--- src/rtl/metronome_sequencer.sv ---
// Metronome tempo/bar scheduler: run/stop, BPM and meter settings, phase-accumulator
// beat timing, accented speaker beep and beat LEDs. All outputs are registered.
module metronome_sequencer #(
  parameter int unsigned FREQ          = 24_000_000,
  parameter int unsigned BPM_MIN       = 40,
  parameter int unsigned BPM_MAX       = 240,
  parameter int unsigned BPM_DEFAULT   = 90,
  parameter int unsigned BPM_STEP      = 5,
  parameter int unsigned BEATS_DEFAULT = 4,
  parameter int unsigned BEEP_CYCLES   = 60_000,
  parameter int unsigned ACCENT_CYCLES = 120_000
) (
  input  logic       sys_clk,
  input  logic       sys_rst_n,
  input  logic       start_stop_pressed,
  input  logic       inc_pressed,
  input  logic       dec_pressed,
  input  logic       meter_pressed,
  output logic       speaker,
  output logic [2:0] led,
  output logic       beat_strobe,
  output logic       accent,
  output logic [2:0] beat_idx,
  output logic [7:0] bpm,
  output logic [3:0] beats_per_bar,
  output logic       running
);

  localparam logic [30:0] LIMIT    = 31'(FREQ * 60);
  localparam int unsigned BEEP_MAX = (ACCENT_CYCLES > BEEP_CYCLES) ? ACCENT_CYCLES : BEEP_CYCLES;
  localparam int          CW       = $clog2(BEEP_MAX + 1);

  typedef enum logic {IDLE, RUN} state_t;

  state_t          state, state_nxt;
  logic [30:0]     acc, acc_nxt;
  logic [31:0]     acc_sum;
  logic [CW-1:0]   beep_cnt, beep_nxt;
  logic [7:0]      bpm_nxt;
  logic [3:0]      bpb_nxt, idx_inc;
  logic [2:0]      idx_nxt, led_nxt;
  logic            beat, accent_nxt, speaker_nxt;

  always_comb begin
    state_nxt = state;
    if (start_stop_pressed) state_nxt = (state == IDLE) ? RUN : IDLE;

    bpm_nxt = bpm;
    if (inc_pressed && !dec_pressed)
      bpm_nxt = (bpm >= 8'(BPM_MAX - BPM_STEP)) ? 8'(BPM_MAX) : bpm + 8'(BPM_STEP);
    else if (dec_pressed && !inc_pressed)
      bpm_nxt = (bpm <= 8'(BPM_MIN + BPM_STEP)) ? 8'(BPM_MIN) : bpm - 8'(BPM_STEP);

    bpb_nxt = beats_per_bar;
    if (meter_pressed) bpb_nxt = (beats_per_bar >= 4'd8) ? 4'd1 : beats_per_bar + 4'd1;

    // 32-bit sum: acc < LIMIT < 2^31 and bpm < 2^8, so this never overflows
    acc_sum = {1'b0, acc} + 32'(bpm);
    idx_inc = {1'b0, beat_idx} + 4'd1;
    acc_nxt = acc;
    idx_nxt = beat_idx;
    beat    = 1'b0;
    if (state == IDLE) begin
      acc_nxt = '0;
      idx_nxt = '0;
      beat    = (state_nxt == RUN);   // first beat strobes right after the start press
    end else if (state_nxt == IDLE) begin
      acc_nxt = '0;
      idx_nxt = '0;
    end else if (acc_sum >= {1'b0, LIMIT}) begin
      acc_nxt = 31'(acc_sum - {1'b0, LIMIT});
      beat    = 1'b1;
      idx_nxt = (idx_inc >= beats_per_bar) ? 3'd0 : idx_inc[2:0];
    end else begin
      acc_nxt = acc_sum[30:0];
    end
    accent_nxt = beat && (idx_nxt == 3'd0);

    // a new beat reloads the counter even mid-beep, so retriggers leave no gap
    beep_nxt = '0;
    if (state_nxt == RUN) begin
      if (beat)                beep_nxt = accent_nxt ? CW'(ACCENT_CYCLES) : CW'(BEEP_CYCLES);
      else if (beep_cnt != '0) beep_nxt = beep_cnt - 1'b1;
    end
    speaker_nxt = (beep_nxt == '0);
    led_nxt     = (state_nxt == RUN) ? ~idx_nxt : 3'b111;
  end

  always_ff @(posedge sys_clk) begin
    if (!sys_rst_n) begin
      state         <= IDLE;
      acc           <= '0;
      beep_cnt      <= '0;
      bpm           <= 8'(BPM_DEFAULT);
      beats_per_bar <= 4'(BEATS_DEFAULT);
      beat_idx      <= '0;
      speaker       <= 1'b1;
      led           <= 3'b111;
      beat_strobe   <= 1'b0;
      accent        <= 1'b0;
      running       <= 1'b0;
    end else begin
      state         <= state_nxt;
      acc           <= acc_nxt;
      beep_cnt      <= beep_nxt;
      bpm           <= bpm_nxt;
      beats_per_bar <= bpb_nxt;
      beat_idx      <= idx_nxt;
      speaker       <= speaker_nxt;
      led           <= led_nxt;
      beat_strobe   <= beat;
      accent        <= accent_nxt;
      running       <= (state_nxt == RUN);
    end
  end

endmodule

--- config.mk ---
export PLATFORM = sky130hd
export DESIGN_NAME = metronome_sequencer
export DESIGN_NICKNAME = d
export VERILOG_FILES = /design/src/rtl/metronome_sequencer.sv
export SDC_FILE = /design/constraint.sdc
export NUM_CORES = 1
export LEC_CHECK = 0
export CELL_PAD_IN_SITES_DETAIL_PLACEMENT = 0
export CELL_PAD_IN_SITES_GLOBAL_PLACEMENT = 1
export CORE_ASPECT_RATIO = 0.9
export CORE_UTILIZATION = 40
export DETAILED_ROUTE_END_ITERATION = 7
export GPL_TIMING_DRIVEN = 0
export PLACE_DENSITY_LB_ADDON = 0.12
export SLEW_MARGIN = 20
export SYNTH_ARGS = -nofsm -noshare
export SYNTH_HDL_FRONTEND = slang
export SYNTH_SLANG_ARGS = --single-unit
--- constraint.sdc ---
create_clock -name sys_clk -period 3.4 [get_ports sys_clk]
set_clock_uncertainty 0.15 [all_clocks]
set_input_delay 0.51 -clock sys_clk [delete_from_list [all_inputs] [get_ports sys_clk]]
set_output_delay 0.51 -clock sys_clk [all_outputs]
set_load 0.1 [all_outputs]
; ---- Word-level counts from Yosys, hierarchy flattened
; Cells that the tools add are included.
[word_totals]
reg_bits = 70
in_bits = 6
out_inout_bits = 22
[classes]
add_sub_neg = 7
n_lt_le_gt_ge = 5
n_mux = 19
bitwise = 1
reduce_logical = 11
[ops]
columns = operator, count
row1 = $mux W17, 4
row2 = $add A31 B8 Y32, 1
row3 = $ge A32 B31 Y1 const B, 1
row4 = $mux W8, 4
row5 = $mux W31, 1
row6 = $sub A31 B31 Y31 const B, 1
row7 = $logic_not A17 Y1, 1
row8 = $reduce_bool A17 Y1, 1
row9 = $sub A17 B1 Y17 const B, 1
row10 = $mux W3, 4
row11 = $add A8 B3 Y8 const B, 1
row12 = $ge A8 B8 Y1 const B, 1
row13 = $le A8 B6 Y1 const B, 1
row14 = $sub A8 B3 Y8 const B, 1
row15 = $mux W1, 5
row16 = $add A3 B1 Y4 const B, 1
row17 = $add A4 B1 Y4 const B, 1
row18 = $ge A4 B4 Y1, 1
row19 = $ge A4 B4 Y1 const B, 1
row20 = $mux W4, 1
row21 = $logic_and A1 B1 Y1, 3
row22 = $logic_not A3 Y1, 1
row23 = $not A3 Y3, 1
row24 = $reduce_and A3 Y1, 1
row25 = 3 further kinds, 4

; ---- Logic depth before layout (Yosys ltp)
[depth]
ltp_word = 12
mapped_depth = 17

; ---- Worst setup path after synthesis
; No wires, ideal clock.
[synth_timing]
path_kind = reg2reg
startpoint = register bpm[0]
endpoint = register beep_cnt[10]
setup_ns = 0.120
arrival_ns = 4.069
slack_ns = -0.939
stages_incl_launch_ff = 15
synth_period_minus_slack_ns = 4.339
path_cell_list = dfxtp_1 > ha_1 > inv_1 > fa_1 > nand2b_1 > a21oi_1 > o21ai_2 > o21a_1 > o41ai_2 > a21oi_2 > o211ai_2 > nand2_1 > buf_2 > and2_1 > o31a_1
[synth_between]
elab_chain_cells = 10
elab_cells_between_ends = 13
classes_between = add/sub (1) / order compare (1) / mux (9) / reduce/logical (2)
[synth_rtl]
columns = element, line
row1 = start: declaration, 24  ; output logic [7:0] bpm,
row2 = start signal: assignment, 94  ; bpm <= 8'(BPM_DEFAULT);
row3 = start signal: assignment, 106  ; bpm <= bpm_nxt;
row4 = $add A31 B8 Y32 (*), 58  ; acc_sum = {1'b0, acc} + 32'(bpm);
row5 = $ge A32 B31 Y1 (*), 70  ; end else if (acc_sum >= {1'b0, LIMIT}) begin
row6 = $mux W3, 70
row7 = $mux W3, 67  ; end else if (state_nxt == IDLE) begin
row8 = $mux W3, 63  ; if (state == IDLE) begin
row9 = $logic_not A3 Y1, 77  ; accent_nxt = beat && (idx_nxt == 3'd0);
row10 = $logic_and A1 B1 Y1, 77
row11 = $mux W17, 82  ; if (beat) beep_nxt = accent_nxt ? CW'(ACCENT_CYCLES) : CW'(BEEP_CYCLES);
row12 = $mux W17 (*), 82
row13 = $mux W17 (*), 81  ; if (state_nxt == RUN) begin
row14 = end signal: assignment, 105  ; beep_cnt <= beep_nxt;
row15 = end: declaration, 38  ; logic [CW-1:0] beep_cnt, beep_nxt;
; Every way passes the cells marked *; elsewhere a longest branch is shown, timed or not.
; A chain may end at the register's enable or synchronous reset.

; ---- Worst setup path in the final report
[layout_timing]
startpoint = register bpm[2]
endpoint = register accent
[layout_between]
elab_chain_cells = 7
elab_cells_between_ends = 10
classes_between = add/sub (1) / order compare (1) / mux (6) / reduce/logical (2)
[layout_rtl]
columns = element, line
row1 = $add A31 B8 Y32 (*), 58
row2 = $ge A32 B31 Y1 (*), 70
row3 = $mux W3, 70
row4 = $mux W3, 67
row5 = $mux W3, 63
row6 = $logic_not A3 Y1, 77
row7 = $logic_and A1 B1 Y1 (*), 77
row8 = end signal: assignment, 112  ; accent <= accent_nxt;
row9 = end: declaration, 22  ; output logic accent,
; Marks and branches as above.

==> flow_metrics.tcl <==
set metrics [dict create \
    rr_endpoint "accent" \
    die_area_sq_mm 0.0121 \
    r2r-start "bpm[2]" \
    cts_num_sinks 70 \
    period_needed_ns 3.42 \
    crit_fanout 5 \
    synth_top_area_share_pct 30.1 \
    violations "setup timing" \
    finalWorstSetupSlack_ns -0.0189 \
    yosysTopAreaCell "dfxtp_1" \
    maxCapViolCount 0 \
    worstHoldPathCells 1 \
    utilization_pct 59.1 \
    root_buffer "clkbuf_16" \
    cp-end-kind "flip-flop" \
    synthTopCellsByArea "dfxtp_1 (30%), xnor2_1 (5.8%), ha_1 (5.6%), nor2_1 (5.0%), nand2_1 (3.9%)" \
    setup_violations 2 \
    ys.flop_type "dfxtp_1" \
    hpwl_microns 8740 \
    ctsLongestPathBuffers 2 \
    initial_core_util_pct 42.0 \
    drt_iter0_drc 231 \
    leakage_uw 0.00250 \
    routed_via_density 5.58 \
    grt_max_degree 14 \
    clkLatencyLatePin_ns 0.34 \
    cts_tree "yes" \
    cts_buffers 9 \
    num_vias 4624 \
    p_per_area_mw_per_mm2 374 \
    outcome "finished with violations" \
    max_freq_mhz 292 \
    drt.antenna.violating_nets 0 \
    synth.distinct_cells 77 \
    ir_drop_mv 0.319 \
    synth_seq_cells 70 \
    layout-drive-gt1-share_pct 27.5 \
    grt_use_total_pct 22.5 \
    antenna_found_initial 0 \
    min_path_type "reg -> reg" \
    synthCells 581 \
    fin_hold_ws_ns 0.328 \
    worstPathArrival_ns 3.54 \
    yosys.cell_count.top_type "dfxtp_1" \
    numPortBuffers 26 \
    ys_seq_area_share_pct 30.1 \
    worstRegToRegCells 13 \
    crit_type "reg -> reg" \
    synth_edf_count 0 \
    gp_congestion 0.842 \
    antenna-diode-count 0 \
    tightestPinTransition_ns 0.979 \
    die_h_microns 104 \
    die_width_microns 116 \
    yosysWarnings 0 \
    synth_area_sq_mm 0.00465 \
    fin_nets 699 \
    hold_viol_final 0 \
    grt-ovfl-total 0 \
    clkTransAtPathRegs_ns 0.06 \
    grt_pass1_vias 4233 \
    grt_pass1_wl_microns 21300 \
    hold_start "beep_cnt[0]" \
    ios 28 \
    required_ns 3.52 \
    start_kind "flip-flop" \
    rsz0062_at_grt "yes" \
    routed_wl_microns 13400 \
    post-route-drc-count 0 \
    synth.avg_cell_area_sq_um 8.01 \
    synthArstFlopShare_pct 0 \
    startpoint "bpm[2]" \
    r2r_setup_slack_ns -0.02 \
    period_share_pct 101 \
    firstDrtPassIters 5 \
    htreeDepth 3 \
    core_sq_mm 0.0111 \
    hold_end "beep_cnt[0]" \
    syn2layout_area_growth_pct 40.7 \
    slew_violations 0 \
    wl_per_cell_microns 16.2 \
    rows 36 \
    synth_fp_nets 609 \
    netlist_top_cells_count "dfxtp_1 (70), nor2_1 (62), nand2_1 (48)" \
    slew_headroom_pct 34.6 \
]
placed cells by master (no fill, tap or decap), drive strengths merged, types with 9 or more instances in the layout:
cell           instances
nand2                 49
xnor2                 31
nor3                  22
clkbuf                25
nand4                 11
inv                   23
nor4                  10
ha                    21
o21ai                 24
o211ai                 9
xor2                  17
nor2                  62
clkdlybuf4s50         26
buf                   64
dfxtp                 70
a21oi                 38
and2                  13
nand2b                17
nand3                 25
timing repair:
action                     in CTS  in global routing
pin swaps                      35                 41
hold buffers                    0                  0
resized for setup              44                 49
cloned                          2                  1
setup endpoints to repair      46                 46
setup buffers                  29                 22
stage by stage:
| stage | std cells | worst slack (ns) | setup TNS, ns | power [uW] | area (sq um) |
|---|---|---|---|---|---|
| after floorplan | 581 | -0.118 | -0.343 | 1330 | 4820 |
| after global routing | 828 | -0.158 | -3.17 | 2560 | 6550 |
| after global placement | 759 | -0.431 | -13.50 | 1450 | 5280 |
| after CTS | 805 | -0.103 | -1.70 | 2420 | 6100 |
| final | 828 | -0.0189 | -0.0223 | 2450 | 6550 |
| after detailed placement | 759 | -0.498 | -15.20 | 1450 | 5280 |
per-layer routing:
layer  track usage (%)  part of all wire, %
met4              7.14                  2.3
met2              34.8                   46
met1              30.8                   47
met3              4.84                  4.6
met5                 0                    0
kinds of logic (layout without fill, tap and decap cells):
kind of cell	Yosys count	in the layout	synth area share [%]
and+or+nand+nor	246	246	27.6
xor gates and xnor gates	48	48	9.04
adders and majority gates	22	22	6.08
buffers and inverters	47	142	4.30
muxes	7	7	1.56
AOI/OAI and AO/OA	141	141	21.3
DFF	70	70	30.1
registers in the layout, indices dropped and copies added (netlist names):
register	count
led	3
speaker	1
beat_idx	3
state	1
bpm	8
beat_strobe	1
beats_per_bar	4
beep_cnt	17
accent	1
acc	31
critical path, stage by stage, from the launching register on:
cell	delay, ns
dfxtp_4	0.37
ha_4	0.28
o211ai_1	0.15
o211ai_4	0.33
buf_6	0.15
nand4_1	0.14
xor2_1	0.26
o211ai_1	0.19
a211oi_2	0.31
o211ai_4	0.14
buf_6	0.15
and2_4	0.17
or3_4	0.36
a21boi_2	0.18
power breakdown:
part / leakage (uW) / switching (uW) / total (uW) / internal, uW
registers: 0.000574 / 43.2 / 901 / 858
clock network: 0.000141 / 371 / 941 / 570
logic: 0.00179 / 382 / 606 / 224
total: 0.00250 / 796 / 2450 / 1650
area by class of cell:
class	instances	area [sq um]
buffer	24	153
clock buffer	11	233
fill	1013	4530
clock inverter	5	58.8
sequential	70	1440
inverter	22	82.6
tap	152	190
timing repair buffer	80	757
multi-input combinational	464	3640
how the worst max path moves through the flow:
stage / to / depth (start not counted) / slack (ns)
after floorplan: acc[27] / 17 / -0.12
after global placement: accent / 13 / -0.43
after detailed placement: accent / 13 / -0.50
after CTS: beep_cnt[7] / 15 / -0.10
after global routing: acc[27] / 17 / -0.16
final: accent / 13 / -0.02
Power figures use the tool's default switching activity.
==> patch 1, RTL diff (same flow settings) <==
Put one more register stage on the output `bpm`, cleared by the reset. The value now appears one clock later. The other outputs are not delayed to match.
--- a/src/rtl/metronome_sequencer.sv
+++ b/src/rtl/metronome_sequencer.sv
@@ -32,6 +32,8 @@
 
   typedef enum logic {IDLE, RUN} state_t;
 
+  logic [7:0] bpm_s0;
+
   state_t          state, state_nxt;
   logic [30:0]     acc, acc_nxt;
   logic [31:0]     acc_sum;
@@ -45,17 +47,17 @@
     state_nxt = state;
     if (start_stop_pressed) state_nxt = (state == IDLE) ? RUN : IDLE;
 
-    bpm_nxt = bpm;
+    bpm_nxt = bpm_s0;
     if (inc_pressed && !dec_pressed)
-      bpm_nxt = (bpm >= 8'(BPM_MAX - BPM_STEP)) ? 8'(BPM_MAX) : bpm + 8'(BPM_STEP);
+      bpm_nxt = (bpm_s0 >= 8'(BPM_MAX - BPM_STEP)) ? 8'(BPM_MAX) : bpm_s0 + 8'(BPM_STEP);
     else if (dec_pressed && !inc_pressed)
-      bpm_nxt = (bpm <= 8'(BPM_MIN + BPM_STEP)) ? 8'(BPM_MIN) : bpm - 8'(BPM_STEP);
+      bpm_nxt = (bpm_s0 <= 8'(BPM_MIN + BPM_STEP)) ? 8'(BPM_MIN) : bpm_s0 - 8'(BPM_STEP);
 
     bpb_nxt = beats_per_bar;
     if (meter_pressed) bpb_nxt = (beats_per_bar >= 4'd8) ? 4'd1 : beats_per_bar + 4'd1;
 
     // 32-bit sum: acc < LIMIT < 2^31 and bpm < 2^8, so this never overflows
-    acc_sum = {1'b0, acc} + 32'(bpm);
+    acc_sum = {1'b0, acc} + 32'(bpm_s0);
     idx_inc = {1'b0, beat_idx} + 4'd1;
     acc_nxt = acc;
     idx_nxt = beat_idx;
@@ -91,7 +93,7 @@
       state         <= IDLE;
       acc           <= '0;
       beep_cnt      <= '0;
-      bpm           <= 8'(BPM_DEFAULT);
+      bpm_s0        <= 8'(BPM_DEFAULT);
       beats_per_bar <= 4'(BEATS_DEFAULT);
       beat_idx      <= '0;
       speaker       <= 1'b1;
@@ -103,7 +105,7 @@
       state         <= state_nxt;
       acc           <= acc_nxt;
       beep_cnt      <= beep_nxt;
-      bpm           <= bpm_nxt;
+      bpm_s0        <= bpm_nxt;
       beats_per_bar <= bpb_nxt;
       beat_idx      <= idx_nxt;
       speaker       <= speaker_nxt;
@@ -114,5 +116,13 @@
     end
   end
 
+  always_ff @(posedge sys_clk) begin
+    if (!sys_rst_n) begin
+      bpm <= '0;
+    end else begin
+      bpm <= bpm_s0;
+    end
+  end
+
 endmodule
 
Check against the original RTL: not equivalent (Yosys sat finds a counterexample within 4 cycles, from zero or initial values and one cycle with sys_rst_n low).
==> patch 1 against the original RTL <==
  * The run still ends with negative setup slack left
  * Wire length increased by 7.4%
  * Sequential cell count increased by 8
  * Area after synthesis increased by 9.1%
  * Critical endpoint is now beep_cnt[16]
  * Final area increased by 6.0%
  * Power increased by 3.3%
  * Count of clock-buffer cells in the layout unchanged
  * Setup slack got worse by 0.16 ns
  * Non-clock buffer count increased by 7
==> patch 1: results (changes against the original RTL) <==
Outcome
  • Outcome: finished with violations
  • Failing checks: negative setup slack

CTS
  • Htree depth: 3 (unchanged)
  • Clk pin slew, worst setup/hold paths: 0.06 ns (about the same)
  • CTS buffer count: 9 (unchanged)
  • Clk buf depth: 2 (unchanged)
  • Clock Latency Late Sink: between 0.3 and 0.4 ns
  • Clock root buffer: clkbuf_16

Final layout
  • Largest regs: acc (31), beep_cnt (17)
  • Number of antenna diodes: 0 (unchanged)
  • Nets@finish: 716 (+2.4%)
  • Share of layout cells above drive strength 1: 30.3% (+2.8 points)

GRT
  • Pin count of the biggest net entering global routing: 14 (unchanged)
  • GRT Total Usage: 22.1% (-0.37 points)
  • First-pass GRT wire length: 22500 µm (+5.6%)
  • Initial antenna violation count: 0 (unchanged)
  • Vias in the first global route: 4503 (+6.4%)

Critical path
  • Max FO, Critical Path: 5 (unchanged)
  • Crit path launch: bpm_s0[0]
  • Worst path max stage delay: 0.38 ns
  • CP arrival: 3.66 ns (+0.12 ns)
  • Crit-path slowest cell: a221o_1

STA
  • Worst relative slew slack: 34.4% (-0.20 points)
  • Setup violations, final: 40 (+38)
  • Setup ws final: -0.184 ns (-0.165 ns)

Drt
  • Pre-antenna DRT Iters: 7 (+2)
  • DR iter-0 viols: 278 (+20%)
  • WL final: 14400 µm (+7.4%)
  • Routed vias: 4733 (+2.4%)

Yosys
  • Sequential fraction of the synthesis area: 30.8% (+0.65 points)
  • Yosys warnings: 0 (unchanged)
  • Synthesized Nets: 623 (+2.3%)
  • Post-synth ARST share: 0% (unchanged)
  • Area contributors post-synth: dfxtp_1 (31%), ha_1 (5.2%), nor2_1 (5.0%)
  • Synth top cells by count: dfxtp_1 (78), nor2_1 (67), nand2_1 (39)
  • Synth unique cells: 97 (+26%)
  • Synth top area share: 30.8% (+0.65 points)

Power
  • Lkg Pwr: 2.67 nW (+6.5%)
  • Maximum vdd drop: 0.000284 V (-11%)

Place
  • GPL Wtd Cong: 0.839 (-0.31%)
  • Port Buffer Count: 26 (unchanged)
  • Detailed placement HPWL: 9260 µm (+6.0%)

Worst hold path
  • Worst hold path class: flip-flop to flip-flop
  • Worst Min Path Start: beep_cnt[0]
-- patch 1: cell type report --
cell class              count  area, µm²
multi-input cells         469       3770
fillers                  1070       5280
clock inverters             5       56.3
plain buffers              28        210
clock buffers              11        253
inverters                  19       71.3
flip-flops and latches     78       1580
repair buffers             83        805
well taps                 160        200
-- patch 1: cells by family (layout without fill, tap and decap cells) --
kind of cell    Yosys count  in the layout  synth area share, %
simple gates            257            258                 28.1
compound gates          144            144                 21.2
flops                    78             78                 30.8
buf+inv                  49            146                 5.33
xor+xnor                 39             39                 7.69
fa+ha+maj                22             22                 5.57
mux                       6              6                 1.31
-- patch 1: repair_timing --
action / 4_1_cts / 5_1_grt
buffers inserted: 36 / 17
pin swaps: 22 / 31
hold endpoints to repair: 0 / 0
resized for setup: 57 / 64
setup endpoints to repair: 46 / 45
cloned: 0 / 5
-- patch 1: worst max-delay path, delay by kind of cell, from the launching register on --
family                   cells  cell delay, ns
buffers and inverters        4            0.51
XOR/XNOR                     1            0.20
adder cells (fa/ha/maj)      2            0.34
AO/OA/AOI/OAI                7            1.59
flip-flops                   1            0.35
AND/OR/NAND/NOR              2            0.29
-- patch 1: power breakdown --
| group | leakage [nW] | switching (mW) | internal (mW) |
|---|---|---|---|
| clock | 0.152 | 0.409 | 0.609 |
| combinational | 1.88 | 0.336 | 0.190 |
| sequential | 0.637 | 0.0316 | 0.953 |
-- patch 1: path summary, 6_finish.rpt --
path,endpoint,slack [ns],cells past startpoint
max,beep_cnt[16],-0.18,16
min,beep_cnt[0],0.33,1
max reg2reg,beep_cnt[16],-0.18,16
min reg2reg,beep_cnt[0],0.33,1
-- patch 1: metal layers --
layer	global-route usage, %	part of all wire (%)
met5	0	0
met4	7.05	0.95
met3	4.86	3.6
met2	35.7	48
met1	29.4	47
-- patch 1: through the flow --
step	cells	setup slack [ns]	TNS, ns	total power [mW]	area [µm²]
6_report	853	-0.184	-3.24	2.53	6940
3_5_place_dp	781	-0.607	-18.38	1.48	5570
5_1_grt	853	-0.338	-9.69	2.65	6940
2_1_floorplan	595	-0.0307	-0.0307	1.37	5110
3_3_place_gp	781	-0.616	-17.82	1.47	5570
4_1_cts	833	-0.164	-2.24	2.53	6410
==> patch 2, RTL diff (same settings) <==
Without the edit above. Change the parameter `ACCENT_CYCLES` from 120_000 to 480_000.
--- a/src/rtl/metronome_sequencer.sv
+++ b/src/rtl/metronome_sequencer.sv
@@ -8,7 +8,7 @@
   parameter int unsigned BPM_STEP      = 5,
   parameter int unsigned BEATS_DEFAULT = 4,
   parameter int unsigned BEEP_CYCLES   = 60_000,
-  parameter int unsigned ACCENT_CYCLES = 120_000
+  parameter int unsigned ACCENT_CYCLES = 480_000
 ) (
   input  logic       sys_clk,
   input  logic       sys_rst_n,
Check against the original RTL: same outputs for any inputs over 10 cycles, from zero or initial values and one cycle with sys_rst_n low; that may be too few to reach the edited logic, so the function may still have changed.
==> patch 2 against the original RTL <==
  * The run still ends with negative setup slack left
  * Combinational power decreased by 2%
  * Sequential cell count increased by 2
  * Final area increased by 4.4%
  * Utilization decreased by 2.3 points
  * Clock power increased by 3.3%
  * Setup slack got worse by 0.28 ns
  * Power increased by 1.8%
  * Wire length increased by 11%
  * Worst hold slack improved by 0.029 ns
  * Area after synthesis increased by 5.8%
==> patch 2: results (changes against the original RTL) <==
Outcome
  • Outcome: finished with violations
  • Failing checks: negative setup slack

Yosys
  • Mux contribution to synthesized area: 0.203% (-1.4 points)
  • Synth unique cells: 74 (-3.9%)
  • Post-synthesis adder-cell area fraction: 6.00% (-0.080 points)
  • Sequential fraction of the synthesis area: 29.3% (-0.84 points)
  • Synth top cells by count: dfxtp_1 (72), nor2_1 (60), a21oi_1 (37)
  • Synth Area in Compound Gates: 25.0% (+3.7 points)
  • Mean Syn Cell Area: 8.10 µm² (+1.1%)

Power
  • Final Total Pwr: 2.49 mW (+1.8%)
  • Lkg Pwr: 2.58 nW (+3.0%)
  • Logic gate share of total power: 23.8% (-0.9 points)
  • Clock Power: 0.972 mW (+3.3%)
  • Net Sw Frac: 33.4% (+0.84 points)

Final layout
  • Inverters: 24 (+9.1%)
  • Largest regs: acc (31), beep_cnt (19), bpm (8)
  • Share of layout cells above drive strength 1: 26.4% (-1.1 points)
  • Nets@finish: 728 (+4.1%)
  • Area of the multi-input gates: 3870 µm² (+6.4%)
  • Fin cells: 864 (+4.3%)
  • Non-clk bufs: 110 (+5.8%)
  • Comb_multi_in: 482 (+3.9%)
  • Non-Clock Buffer Area Fraction: 13.2% (-0.69 points)
  • Sequential cell count: 72 (+2.9%)

Place
  • Inst Count DP: 793 (+4.5%)
  • Worst slack at placement: -0.807 ns (-0.309 ns)
  • GPL Wtd Cong: 0.819 (-2.8%)

STA
  • Worst relative slew slack: 34.4% (-0.18 points)
  • Setup violations, final: 48 (+46)
  • Setup ws final: -0.299 ns (-0.280 ns)

CTS
  • Post-CTS sizing: 67 (+52%)
  • Post-CTS Setup Repair Bufs: 38 (+31%)

Worst hold path
  • Worst Min Path Start: beats_per_bar[3]
  • Hold Path Sink: beats_per_bar[2]

Drt
  • Routed vias: 4952 (+7.1%)
  • WL per Instance: 17.3 µm (+6.3%)
  • Wire length on met3: 699 µm (+13%)
  • Routed wl met2: 6700 µm (+9.1%)
  • Post-Route M1 WL: 7280 µm (+14%)

Critical path
  • Max FO, Critical Path: 8 (+3)
  • RR Endpoint: beep_cnt[18]
  • Worst reg2reg path startpoint: bpm[1]
  • CP arrival: 3.82 ns (+0.28 ns)

GRT
  • GRT Total Usage: 24.1% (+1.6 points)
-- patch 2: changes by cell type after synthesis, moves of 5 or more --
cell / delta
a21o_1: +5
a31oi_1: +5
a32o_1: +5
clkbuf_1: +7
nand2_1: -15
nand2b_1: -8
nand3_1: -8
nor3_1: +6
o21ai_0: +7
o32a_1: +6
or4_1: +8
-- patch 2: metrics by stage --
step,hold WS (ns),utilization (%),setup TNS [ns],area (µm²)
floorplan,0.341,-,-10.71,5150
global placement,0.352,46.6,-23.75,5610
detailed placement,0.344,46.6,-25.57,5610
CTS,0.361,54.4,-7.57,6540
global route,0.427,56.8,-16.10,6830
finish,0.357,56.8,-8.95,6830
-- patch 2: critical path: stages (launching register included) --
cell and delay [ns]:
dfxtp_4 0.37, buf_8 0.11, inv_6 0.03, fa_2 0.38, nand2b_4 0.16, a21o_4 0.23, a21o_4 0.27, buf_12 0.17
nor3b_4 0.25, xor2_2 0.16, a211oi_4 0.33, o221a_4 0.26, nand2_4 0.09, or4b_1 0.49, a31oi_1 0.18
